`src/rtl/tdm_demux_pkg.sv`:
```
// Shared types and constants for the 4-channel TDM demultiplexer.
package tdm_demux_pkg;

    localparam int NUM_CH = 4;

    typedef enum logic {
        IDLE    = 1'b0,
        COLLECT = 1'b1
    } state_t;

    typedef logic [1:0] slot_t;

    localparam slot_t CH_A = 2'd0;
    localparam slot_t CH_B = 2'd1;
    localparam slot_t CH_C = 2'd2;
    localparam slot_t CH_D = 2'd3;

    function automatic logic [NUM_CH-1:0] ch_onehot(input slot_t ch);
        return NUM_CH'(1) << ch;
    endfunction

endpackage

```
`src/rtl/tdm_slot_tracker.sv`:
```
// Frame assembly control: decides which shadow slot each word fills, when a frame
// commits and when a partial frame is aborted.
module tdm_slot_tracker
    import tdm_demux_pkg::*;
(
    input  logic              clk,
    input  logic              rst,
    input  logic              din_valid,
    input  logic              sof,
    input  logic              mode,
    input  logic [1:0]        sel,
    output logic [NUM_CH-1:0] we,
    output logic              commit,
    output logic              abort,
    output logic              busy
);

    state_t            state, state_nxt;
    slot_t             slot, slot_nxt;
    logic [NUM_CH-1:0] mask, mask_nxt;
    logic              mode_q;

    // NOTE: sequential state uses non-blocking assignments so every flop samples
    // the pre-edge values of its neighbours, independent of statement order.
    always_ff @(posedge clk) begin
        if (rst) begin
            state  <= IDLE;
            slot   <= CH_A;
            mask   <= '0;
            mode_q <= mode;
        end else begin
            state  <= state_nxt;
            slot   <= slot_nxt;
            mask   <= mask_nxt;
            mode_q <= mode;
        end
    end

    // NOTE: every output of this block gets a default first, so no path can
    // leave a signal unassigned and infer a latch.
    always_comb begin
        state_nxt = state;
        slot_nxt  = slot;
        mask_nxt  = mask;
        we        = '0;
        commit    = 1'b0;
        abort     = 1'b0;

        if (mode != mode_q) begin
            // Addressing scheme changed under us: drop any partial frame and this word.
            abort     = (mask != '0);
            mask_nxt  = '0;
            slot_nxt  = CH_A;
            state_nxt = IDLE;
        end else if (din_valid) begin
            if (mode) begin
                if (sof) begin
                    abort     = (state == COLLECT);
                    we        = ch_onehot(CH_A);
                    mask_nxt  = ch_onehot(CH_A);
                    slot_nxt  = CH_B;
                    state_nxt = COLLECT;
                end else if (state == COLLECT) begin
                    we = ch_onehot(slot);
                    if (slot == CH_D) begin
                        commit    = 1'b1;
                        mask_nxt  = '0;
                        slot_nxt  = CH_A;
                        state_nxt = IDLE;
                    end else begin
                        mask_nxt = mask | ch_onehot(slot);
                        slot_nxt = slot + 2'd1;
                    end
                end
            end else begin
                // Abort clears the mask before the current word is applied.
                if (sof && (mask != '0)) begin
                    abort    = 1'b1;
                    mask_nxt = '0;
                end
                we       = ch_onehot(sel);
                mask_nxt = mask_nxt | ch_onehot(sel);
                if (mask_nxt == '1) begin
                    commit   = 1'b1;
                    mask_nxt = '0;
                end
                state_nxt = IDLE;
            end
        end
    end

    assign busy = (mask != '0);

endmodule

```
`src/rtl/tdm_demultiplexer.sv`:
```
// 1:4 TDM demultiplexer: gathers words into shadow registers and commits all four
// channel outputs together once a full frame has arrived.
module tdm_demultiplexer
    import tdm_demux_pkg::*;
#(
    parameter int W     = 2,
    parameter int CNT_W = 8
) (
    input  logic             clk,
    input  logic             rst,
    input  logic [W-1:0]     din,
    input  logic             din_valid,
    input  logic             sof,
    input  logic             mode,
    input  logic [1:0]       sel,
    output logic [W-1:0]     a,
    output logic [W-1:0]     b,
    output logic [W-1:0]     c,
    output logic [W-1:0]     d,
    output logic             frame_done,
    output logic             err_abort,
    output logic             busy,
    output logic [CNT_W-1:0] frame_cnt
);

    logic [NUM_CH-1:0] we;
    logic              commit;
    logic              abort;
    logic [W-1:0]      shadow [NUM_CH];

    tdm_slot_tracker u_tracker (
        .clk       (clk),
        .rst       (rst),
        .din_valid (din_valid),
        .sof       (sof),
        .mode      (mode),
        .sel       (sel),
        .we        (we),
        .commit    (commit),
        .abort     (abort),
        .busy      (busy)
    );

    // NOTE: the shadow array is small and its reset value is observable, so it is
    // reset explicitly rather than left as an unreset storage array.
    always_ff @(posedge clk) begin
        if (rst) begin
            for (int i = 0; i < NUM_CH; i++) shadow[i] <= '0;
        end else begin
            for (int i = 0; i < NUM_CH; i++) begin
                if (we[i]) shadow[i] <= din;
            end
        end
    end

    // The completing word bypasses the shadow so outputs land one clock after it.
    always_ff @(posedge clk) begin
        if (rst) begin
            a          <= '0;
            b          <= '0;
            c          <= '0;
            d          <= '0;
            frame_done <= 1'b0;
            err_abort  <= 1'b0;
            frame_cnt  <= '0;
        end else begin
            frame_done <= commit;
            err_abort  <= abort;
            if (commit) begin
                a         <= we[CH_A] ? din : shadow[CH_A];
                b         <= we[CH_B] ? din : shadow[CH_B];
                c         <= we[CH_C] ? din : shadow[CH_C];
                d         <= we[CH_D] ? din : shadow[CH_D];
                frame_cnt <= frame_cnt + CNT_W'(1);
            end
        end
    end

endmodule

```
`config.mk`:
```
export PLATFORM = sky130hd
export DESIGN_NAME = tdm_demultiplexer
export DESIGN_NICKNAME = d
export VERILOG_FILES = /design/src/rtl/tdm_demux_pkg.sv /design/src/rtl/tdm_slot_tracker.sv /design/src/rtl/tdm_demultiplexer.sv
export SDC_FILE = /design/constraint.sdc
export NUM_CORES = 1
export LEC_CHECK = 0
export CAP_MARGIN = 20
export CORE_UTILIZATION = 48
export DETAILED_ROUTE_END_ITERATION = 10
export PLACE_DENSITY = 0.73
export SETUP_SLACK_MARGIN = 0.5
export SKIP_CTS_REPAIR_TIMING = 1
export SYNTH_ARGS = -nofsm -noshare
export SYNTH_HDL_FRONTEND = slang
export SYNTH_SLANG_ARGS = --single-unit
```
`constraint.sdc`:
```
create_clock -name clk -period 2 [get_ports clk]
set_input_delay 0.5 -clock clk [delete_from_list [all_inputs] [get_ports clk]]
set_output_delay 0.5 -clock clk [all_outputs]
set_load 0.01 [all_outputs]
```
==> results of run 1 <==
==> through the flow <==
| step | setup slack [ns] | cells | util, % |
|---|---|---|---|
| floorplan | 0.144 | 207 | - |
| global placement | -0.377 | 306 | 69.2 |
| detailed placement | -0.458 | 306 | 69.2 |
| CTS | -0.194 | 314 | 72.3 |
| global route | 0.0361 | 331 | 86.3 |
| finish | 0.0876 | 331 | 86.3 |
==> power by group <==
group | internal [mW] | switching, mW | total (mW) | leakage (nW)
combinational | 0.111 | 0.120 | 0.231 | 1.11
sequential | 0.704 | 0.0117 | 0.716 | 0.296
clock | 0.320 | 0.277 | 0.597 | 0.0486
==> flip-flops by register name, indices dropped and copies added (netlist names) <==
| signal | flops |
|---|---|
| frame_cnt | 8 |
| d | 2 |
| c | 2 |
| a | 2 |
| u_tracker.mode_q | 1 |
| frame_done | 1 |
| u_tracker.mask | 4 |
| u_tracker.slot | 2 |
| b | 2 |
| err_abort | 1 |
| u_tracker.state | 1 |
| shadow | 8 |
==> cells in the mapped netlist, drive strengths merged, types with 2 or more instances <==
| cell type | instances | area (sq um) |
|---|---|---|
| dfxtp | 28 | 561 |
| a21oi | 20 | 100 |
| nor2 | 20 | 75.1 |
| o21ai | 20 | 100 |
| mux2i | 10 | 100 |
| nand2 | 10 | 37.5 |
| inv | 8 | 30.0 |
| clkbuf | 7 | 26.3 |
| and2 | 6 | 37.5 |
| edfxtp | 6 | 180 |
| ha | 5 | 62.6 |
| nand4 | 5 | 31.3 |
| or3 | 5 | 31.3 |
| and3 | 4 | 25.0 |
| buf | 4 | 26.3 |
| nand3 | 4 | 20.0 |
| nor2b | 4 | 25.0 |
| nor3 | 4 | 20.0 |
| a31o | 3 | 26.3 |
| o31ai | 3 | 22.5 |
| or4 | 3 | 22.5 |
| a211oi | 2 | 15.0 |
| a22o | 2 | 17.5 |
| a31oi | 2 | 18.8 |
| a32oi | 2 | 17.5 |
| nand2b | 2 | 12.5 |
| nand4b | 2 | 17.5 |
| o211a | 2 | 20.0 |
| o22ai | 2 | 12.5 |
| xnor2 | 2 | 17.5 |
==> final cells by class <==
class | count | area share [%]
Multi-Input combinational cell | 155 | 41.3
Clock buffer | 6 | 3.16
Sequential cell | 34 | 25.5
Clock inverter | 2 | 0.505
Inverter | 8 | 1.01
Timing Repair Buffer | 80 | 26.6
Tap cell | 46 | 1.94
==> cells in the final DEF (no fill, tap or decap), types with 4 or more instances in the layout <==
master           synthesis  routed
buf_4                    0      40
dlymetal6s2s_1           0      19
nor2_1                  20      18
dfxtp_1                 28      18
a21oi_1                 20      12
nand2_1                 10      10
buf_6                    1      10
o21ai_0                 20       9
mux2i_1                 10       8
a21oi_2                  0       8
o21ai_1                  0       8
dfxtp_2                  0       8
inv_1                    8       6
edfxtp_1                 6       6
and2_1                   6       5
nand4_1                  5       5
or3_1                    5       5
clkbuf_8                 0       5
clkdlybuf4s50_1          0       5
nor3_1                   4       4
and3_1                   4       4
==> path summary, 6_finish.rpt <==
path / start / end / slack [ns] / cells past startpoint
setup / recovery: u_tracker.slot[1] / frame_cnt[4] / 0.09 / 8
hold / removal: shadow[3][1] / shadow[3][1] / 0.52 / 2
setup reg to reg: u_tracker.slot[1] / frame_cnt[4] / 0.09 / 8
hold reg to reg: shadow[3][1] / shadow[3][1] / 0.52 / 2
==> worst max-delay path: cells and delay by family, from the launching register on <==
kind / cells / cell delay (ns)
adders and majority gates: 1 / 0.15
AOI/OAI and AO/OA: 4 / 0.85
DFF: 1 / 0.36
buffers and inverters: 2 / 0.33
and+or+nand+nor: 1 / 0.11
==> logic make-up (layout without fill, tap and decap cells) <==
family                     after synthesis  count (layout)  share of synthesized area, %
and+or+nand+nor                         74              74                          21.9
AOI/OAI and AO/OA                       63              64                          21.9
DFF                                     34              34                          41.5
buffers and inverters                   19              96                          4.62
muxes                                   10              10                          5.60
adders and majority gates                5               5                          3.50
xor gates and xnor gates                 2               2                         0.981
==> metal layers <==
metal  track usage [%]  vias up  wire length (um)
met5                 0        -                 0
met4              10.8        0               238
met3              6.57       25               465
met2              42.5      131              3540
met1              27.8     1030              2580
li1                  -      918                 -
==> summary.md, run 1 <==
| Metric | Value |
|---|---|
| Outcome | `completed` |
| Tcrit/Tclk final | `around 96%` |
| Multi-input gate area | `between 0.001 and 0.0015 sq mm` |
| Layout cells sized above 1 | `40.7%` |
| CP arrival | `2.09 ns` |
| Core Region | `0.00344 sq mm` |
| Nets@finish | `between 200 and 300` |
| CTS tree | `built` |
| Later-pin clock latency in the skew report | `around 0.29 ns` |
| Mean Syn Cell Area | `between 8 and 9 sq um` |
| Vias per Instance | `between 6 and 7` |
| Die Height | `approximately 63 um` |
| Post-synthesis sequential area ratio | `around two fifths` |
| CP Capture Type | `register` |
| CTS Buf Count | `5` |
| Final slew viol count | `0` |
| Setup Viol. Count Final | `0` |
| Iter 0 DRT Violations | `roughly 180` |
| Fin. Hold Viols | `0` |
| Root Driver | `clkbuf_8` |
| Register Area | `between 700 and 800 sq um` |
| First-pass GRT wire length | `around 7700 um` |
| Syn. warnings | `0` |
| Gate Count Post-Synth | `between 200 and 250` |
| Die area | `0.00397 sq mm` |
| RSZ-0062 raised after global routing | `true` |
| Initial antenna violation count | `0` |
| CTS Sinks | `34` |
| Clock Skew | `around 0.0047 ns` |
| Worst path max stage delay | `0.36 ns` |
| Crit Path Category | `register to register` |
| Fin crit period | `approximately 1.9 ns` |
| Ant. Diodes | `0` |
| Primary FF master, synth | `dfxtp_1` |
| Post-synth EDFFs | `6` |
| Lkg Pwr | `1.46 nW` |
| Vias in the first global route | `~1700` |
| Max clock buf depth | `2` |
| Routability Congestion | `between 0.9 and 1` |
| Max cap viols | `0` |
| Die Wd | `approximately 63 um` |
| Power Density | `just over 500 mW/mm^2` |
| Worst vdd ir | `between 0.3 and 0.4 mV` |
| Row cnt | `21` |
| Number of port buffers | `27` |
| Critical-path cell list | `ha_4 > nand3b_1 > buf_4 > o21a_4 > a31o_4 > buf_4 > o31ai_2 > a21oi_2` |
| P&R area growth vs syn | `66.3%` |
| DR DRC count | `0` |
| CP max FO | `6` |
| Routed wire length | `around 7000 um` |
| Async SR Flop Fraction | `0%` |
| Post-DP Area | `between 0.002 and 0.0025 sq mm` |
| Syn nets | `about 220` |
| Largest net degree at the start of global routing | `19` |
| Fin area | `0.00297 sq mm` |
| Grt ovf | `0` |
| ANT nets after route | `0` |
| Top Ports | `28` |
| Final Total Pwr | `about 1.5 mW` |
| CP max-delay cell | `dfxtp_2` |
| Drt pass-1 iters | `5` |
| FILL cells | `153` |
| HPWL Detailed | `roughly 3400 um` |
| TNS Setup | `0 ns` |
| Total GRT Usage | `24.5%` |
| H-tree Lvls | `2` |
| Worst Setup Start Kind | `register` |
| HP Class | `register to register` |
| #FFs+latches synth | `34` |
| Cell Area, Synth | `~0.0018 sq mm` |
| Clock slew at reported path FFs | `roughly 0.080 ns` |
| Count of cell types in the netlist | `between 40 and 50` |
| Worst path required time | `around 2.2 ns` |
| Via count | `around 2100` |
| Slew Limit Headroom | `approximately 59%` |
| Initial core utilization | `between 50% and 60%` |
| Maximum clock rate | `around 520 MHz` |
| WHS | `~0.52 ns` |
| Measured slew at the worst slew-check pin | `slightly above 0.6 ns` |
| Crit path top cell by count | `buf_4` |
| Routed wire per std cell | `approximately 21 um` |
No activity file was read; power rests on OpenSTA's default activity.
==> run 2: changes to the inputs <==
Settings changed: ABC_AREA set to 1.
==> run 2 against run 1 <==
Effect of this change: final cell count is 11% higher; setup slack better by 0.40 ns; combinational power hardly changed; routed wire length is 29% lower; clock power is 31% higher; hold slack worse by 0.15 ns.
==> summary.md, run 2 <==
| Metric | Value |
|---|---|
| R2r setup slk | `0.49 ns (+0.40 ns)` |
| Worst vdd ir | `0.421 mV (+17%)` |
| Area contributors post-synth | `dfxtp_1, nand2_1, edfxtp_1, nand3_1, nor2_1` |
| HPWL Detailed | `2870 um (-16%)` |
| Maximum clock rate | `663 MHz (+27%)` |
| Top Ports | `28 (unchanged)` |
| #FFs+latches synth | `34 (unchanged)` |
| Hold_sp | `mode` |
| Total GRT Usage | `21.0% (-3.5 points)` |
| Setup Viol. Count Final | `0 (unchanged)` |
| Routability Congestion | `0.873 (-4.9%)` |
| Vias per Instance | `5.15 (-19%)` |
| CTS tree | `built` |
| Largest net degree at the start of global routing | `27 (+8)` |
| CP Capture Type | `register` |
| WHS | `0.369 ns (-0.147 ns)` |
| Vias in the first global route | `1575 (-9.0%)` |
| Measured slew at the worst slew-check pin | `0.375 ns (-0.232 ns)` |
| Commonest cells after routing, fill and taps aside | `nand2_1, nor2_1, nand3_1, dlymetal6s2s_1, buf_4` |
| Later-pin clock latency in the skew report | `0.29 ns (about the same)` |
| Worst R2R End | `frame_cnt[0]` |
| Post-synthesis sequential area ratio | `40.5% (-0.91 points)` |
| Layout cells sized above 1 | `26.6% (-14 points)` |
| Grt ovf | `0 (unchanged)` |
| P&R area growth vs syn | `47.5%` |
| Most common cell after layout, fill and taps aside | `nand2_1` |
| Outcome | `completed` |
| HP Class | `input pin to register` |
| Power Density | `646 mW/mm^2 (+24%)` |
| First-pass GRT wire length | `6620 um (-14%)` |
| Worst R2R Path Depth | `9 (+1)` |
| Syn nets | `276 (+25%)` |
| Slew Limit Headroom | `74.9% (+16 points)` |
| Routed wire length | `4820 um (-29%)` |
| Crit Path Category | `register to register` |
| Count of cell types in the netlist | `26 (-40%)` |
| WHS Endpoint | `u_tracker.mode_q` |
| Row cnt | `22 (+4.8%)` |
| Cell taking the most area after synthesis | `dfxtp_1` |
| Most common cell in the netlist | `nand2_1` |
| CP max FO | `9 (+3)` |
| Core Region | `0.00366 sq mm (+6.4%)` |
| Nets@finish | `332 (+11%)` |
| Die Height | `63.7 um (+1.1%)` |
| Layout Cells excl Fill | `367 (+11%)` |
| Root Driver | `clkbuf_8` |
| Cells after DPL | `345 (+13%)` |
| Fin util | `73.6% (-13 points)` |
| TNS Setup | `0 ns (unchanged)` |
| Async SR Flop Fraction | `0% (unchanged)` |
| Yosys top cell area share | `30.7% (-0.69 points)` |
| CTS Sinks | `34 (unchanged)` |
| Drt pass-1 iters | `4 (-1)` |
| Syn. warnings | `0 (unchanged)` |
| Number of port buffers | `27 (unchanged)` |
| Worst path required time | `2.18 ns (about the same)` |
| Worst r2r src | `u_tracker.slot[0]` |
| Routed wire per std cell | `13.1 um (-36%)` |
| Biggest regs | `frame_cnt (8), shadow (8), u_tracker.mask (4)` |
| Fin area | `0.00269 sq mm (-9.3%)` |
| Fin crit period | `1.51 ns (-0.404 ns)` |
| Max cap viols | `0 (unchanged)` |
| Initial core utilization | `49.9% (-2.0 points)` |
| Lkg Pwr | `1.56 nW (+6.9%)` |
| Clock slew at reported path FFs | `0.07 ns (about the same)` |
| Worst setup margin | `0.491 ns (+0.404 ns)` |
| Tcrit/Tclk final | `75.4% (-20 points)` |
| Mean Syn Cell Area | `6.97 sq um (-19%)` |
| Post-Place Worst Slack | `-0.0885 ns (+0.369 ns)` |
| Clock Skew | `0.00817 ns (+0.00344 ns)` |
| Gate Count Post-Synth | `262 (+27%)` |
| Hold path depth | `1 (-1)` |
| Ant. Diodes | `0 (unchanged)` |
| Most common library cells after synthesis | `nand2_1, nor2_1, dfxtp_1` |
| H-tree Lvls | `2 (unchanged)` |
| Die area | `0.00406 sq mm (+2.2%)` |
| Primary FF master, synth | `dfxtp_1` |
| Max clock buf depth | `2 (unchanged)` |
| Fin. Hold Viols | `0 (unchanged)` |
| CP arrival | `1.69 ns (-0.40 ns)` |
| Final slew viol count | `0 (unchanged)` |
| Worst Setup Start Kind | `register` |
| DR DRC count | `0 (unchanged)` |
| Initial antenna violation count | `0 (unchanged)` |
| Via count | `1890 (-10%)` |
| Final Total Pwr | `1.74 mW (+13%)` |
| Cell Area, Synth | `0.00183 sq mm (+2.2%)` |
| Post-synth EDFFs | `6 (unchanged)` |
| CTS Buf Count | `5 (unchanged)` |
| Die Wd | `63.7 um (+1.1%)` |
| Post-DP Area | `0.00227 sq mm (-4.8%)` |
| Iter 0 DRT Violations | `98 (-46%)` |
| RSZ-0062 raised after global routing | `true` |
| ANT nets after route | `0 (unchanged)` |
run 2: cell types whose count changed in the layout (fill, tap and decap cells not counted), moves of 13 or more:
| cell | change |
|---|---|
| buf_4 | -18 |
| nand2_1 | +59 |
| inv_1 | +15 |
| nand3_1 | +20 |
| nand2_2 | +13 |
run 2: cell families (layout without fill, tap and decap cells):
| group | count (synthesis) | in the layout | synth area share [%] |
|---|---|---|---|
| xor+xnor | 5 | 5 | 2.40 |
| flops | 34 | 34 | 40.5 |
| compound gates | 34 | 34 | 10.3 |
| simple gates | 149 | 151 | 34.8 |
| buf+inv | 35 | 90 | 8.49 |
| fa+ha+maj | 5 | 5 | 3.42 |
run 2: layout make-up:
type	instances	area, sq um
clock buffer	6	82.6
multi-input combinational	195	1080
clock inverter	2	60.1
fill	279	967
timing repair inverter	2	10.0
tap	48	60.1
inverter	27	114
sequential	34	759
timing repair buffer	53	528
run 2: how the worst max path moves through the flow:
stage	cells after the start	end	from
finish	9	frame_cnt[0]	u_tracker.slot[0]
global route	10	d[1]	u_tracker.slot[0]
CTS	3	busy	u_tracker.mask[2]
detailed placement	10	d[1]	mode
global placement	10	d[0]	mode
floorplan	12	a[0]	mode
run 2: power breakdown:
group | switching (mW) | leakage [nW] | internal (mW) | total (mW)
combinational | 0.136 | 1.19 | 0.0965 | 0.233
sequential | 0.0116 | 0.296 | 0.713 | 0.724
clock | 0.252 | 0.0714 | 0.531 | 0.784
run 2: metal layers:
metal / wire length [um] / up-vias / global-route usage [%] / share of wire [%]
li1: - / 963 / - / -
met1: 2040 / 867 / 23.7 / 42
met2: 2480 / 49 / 37.0 / 52
met3: 191 / 11 / 5.98 / 4.0
met4: 99 / 0 / 7.67 / 2.1
met5: 0 / - / 0 / 0
run 2: worst max-delay path, stage by stage, from the launching register on:
cell and delay [ns]:
dfxtp_4 0.39, ha_4 0.15, nand2_1 0.08, nand2_2 0.08, nand2_2 0.07, nor2_4 0.22
buf_6 0.18, nand3_1 0.11, nand2_1 0.08, nor2_1 0.05
==> run 3: changes to the inputs <==
Clock period 2 ns to 1.2 ns, I/O delays scaled along.
==> run 3 against run 2 <==
Effect of this change: the flow now finishes with violations (setup timing); critical endpoint unchanged; global-route usage grew 2.8 points; count of clock-buffer cells in the layout up 2; combinational power increased by 130%; critical path type unchanged.
==> summary.md, run 3 (synthesized netlist as in run 2, its figures left out) <==
| Metric | Value |
|---|---|
| Maximum clock rate | `674 MHz (+1.6%)` |
| Outcome | `complete, but fails checks` |
| Root Driver | `clkbuf_8` |
| Fin. Hold Viols | `0 (unchanged)` |
| Biggest regs | `frame_cnt (8), shadow (8), u_tracker.mask (4)` |
| Iter 0 DRT Violations | `171 (+74%)` |
| CP arrival | `1.67 ns (-0.02 ns)` |
| Worst path required time | `1.38 ns (-0.80 ns)` |
| Setup Viol. Count Final | `35 (+35)` |
| Fin util | `82.4% (+8.8 points)` |
| Critical-path cell list | `buf_6 > nand2_1 > nand2_2 > nand2_2 > o21ai_4 > buf_12 > buf_4 > nand3_1 > nand2_1 > nor2_1` |
| DR DRC count | `0 (unchanged)` |
| Total GRT Usage | `23.8% (+2.8 points)` |
| ANT nets after route | `0 (unchanged)` |
| Power Density | `873 mW/mm^2 (+35%)` |
| Fin area | `0.00302 sq mm (+12%)` |
| Post-DP Area | `0.00255 sq mm (+13%)` |
| Clock slew at reported path FFs | `0.07 ns (about the same)` |
| Worst R2R Path Depth | `10 (+1)` |
| Slew Limit Headroom | `75.3% (+0.36 points)` |
| Routed wire length | `6050 um (+25%)` |
| TNS Setup | `-4.86 ns (-4.86 ns)` |
| Max clock buf depth | `2 (unchanged)` |
| Fin crit period | `1.48 ns (-0.0239 ns)` |
| Top Ports | `28 (unchanged)` |
| Clk pwr share | `34.1% (-11 points)` |
| Switching power | `0.749 mW (+87%)` |
| Hold path depth | `1 (unchanged)` |
| Worst Setup Start Kind | `register` |
| Layout Cells excl Fill | `395 (+7.6%)` |
| Later-pin clock latency in the skew report | `0.29 ns (about the same)` |
| H-tree Lvls | `2 (unchanged)` |
| Worst path max stage delay | `0.36 ns (-0.03 ns)` |
| Core Region | `0.00366 sq mm (unchanged)` |
| CTS Buf Count | `5 (unchanged)` |
| Largest net degree at the start of global routing | `25 (-7.4%)` |
| CP max FO | `5 (-4)` |
| HPWL Detailed | `3360 um (+17%)` |
| Worst setup margin | `-0.285 ns (-0.776 ns)` |
| Combinational Power Share | `20.1% (+6.7 points)` |
| Lkg Pwr | `1.43 nW (-7.9%)` |
| Most common cell after layout, fill and taps aside | `nand2_1` |
| Tcrit/Tclk final | `124% (+48 points)` |
| Die Wd | `63.7 um (unchanged)` |
| Grt ovf | `0 (unchanged)` |
| Final Total Pwr | `2.63 mW (+51%)` |
| CP Capture Type | `register` |
| First-pass GRT wire length | `7550 um (+14%)` |
| RSZ-0062 raised after global routing | `true` |
| Initial antenna violation count | `0 (unchanged)` |
| Number of port buffers | `27 (unchanged)` |
| Post-Place Worst Slack | `-0.789 ns (-0.701 ns)` |
| Row cnt | `22 (unchanged)` |
| CP max-delay cell | `dfxtp_2` |
| Worst vdd ir | `0.857 mV (+100%)` |
| Die area | `0.00406 sq mm (unchanged)` |
| Vias per Instance | `5.44 (+5.7%)` |
| Register share of total power | `45.9% (+4.3 points)` |
| Via count | `2150 (+14%)` |
| Final slew viol count | `0 (unchanged)` |
| Switching share of power | `28.5% (+5.5 points)` |
| Crit Path Category | `register to register` |
| Routability Congestion | `0.903 (+3.4%)` |
| Measured slew at the worst slew-check pin | `0.370 ns (-0.00430 ns)` |
| Nets@finish | `360 (+8.4%)` |
| Commonest cells after routing, fill and taps aside | `nand2_1, buf_4, nor2_1` |
| CTS Sinks | `34 (unchanged)` |
| P&R area growth vs syn | `65.1%` |
| Max cap viols | `0 (unchanged)` |
| Die Height | `63.7 um (unchanged)` |
| Clock Skew | `0.00864 ns (+0.000475 ns)` |
| Ant. Diodes | `0 (unchanged)` |
| Vias in the first global route | `1762 (+12%)` |
| CTS tree | `built` |
| Cells after DPL | `373 (+8.1%)` |
| Layout cells sized above 1 | `49.3% (+23 points)` |
| Routed wire per std cell | `15.3 um (+17%)` |
| Drt pass-1 iters | `5 (+1)` |
| Failing checks | `setup timing` |
| Initial core utilization | `49.9% (unchanged)` |
| HP Class | `input pin to register` |
| WHS | `0.257 ns (-0.112 ns)` |
| Int Pwr | `1.88 mW (+41%)` |
==> run 3: area by class of cell <==
| class | instances | area (sq um) |
|---|---|---|
| flip-flops and latches | 34 | 772 |
| repair inverters | 1 | 5.00 |
| repair buffers | 81 | 726 |
| multi-input cells | 196 | 1240 |
| clock buffers | 8 | 90.1 |
| well taps | 48 | 60.1 |
| fillers | 234 | 644 |
| inverters | 27 | 119 |
==> run 3: final timing paths <==
path	from	slack [ns]	to
setup / recovery	u_tracker.mask[3]	-0.28	frame_cnt[0]
hold / removal	mode	0.26	u_tracker.mode_q
setup reg to reg	u_tracker.mask[3]	-0.28	frame_cnt[0]
hold reg to reg	shadow[3][0]	0.50	shadow[3][0]
==> run 3: metal layers <==
layer / global-route usage [%] / vias to the layer above / part of all wire, %
li1: - / 1026 / -
met1: 27.4 / 987 / 38
met2: 42.3 / 110 / 51
met3: 5.07 / 27 / 7.0
met4: 9.09 / 0 / 3.4
met5: 0 / - / 0
==> run 3: power groups by stage <==
stage / Combinational [mW] / Clock [mW] / Sequential (mW)
after floorplan: 0.217 / 0 / 1.23
after global placement: 0.387 / 0 / 1.23
after detailed placement: 0.395 / 0 / 1.23
after CTS: 0.398 / 0.893 / 1.20
after global routing: 0.562 / 0.948 / 1.21
final: 0.528 / 0.897 / 1.21
==> run 3: worst max-delay path, delay by kind of cell, from the launching register on <==
family,cells,cell delay (ns)
and+or+nand+nor,6,0.43
AOI/OAI and AO/OA,1,0.17
DFF,1,0.36
buffers and inverters,3,0.41
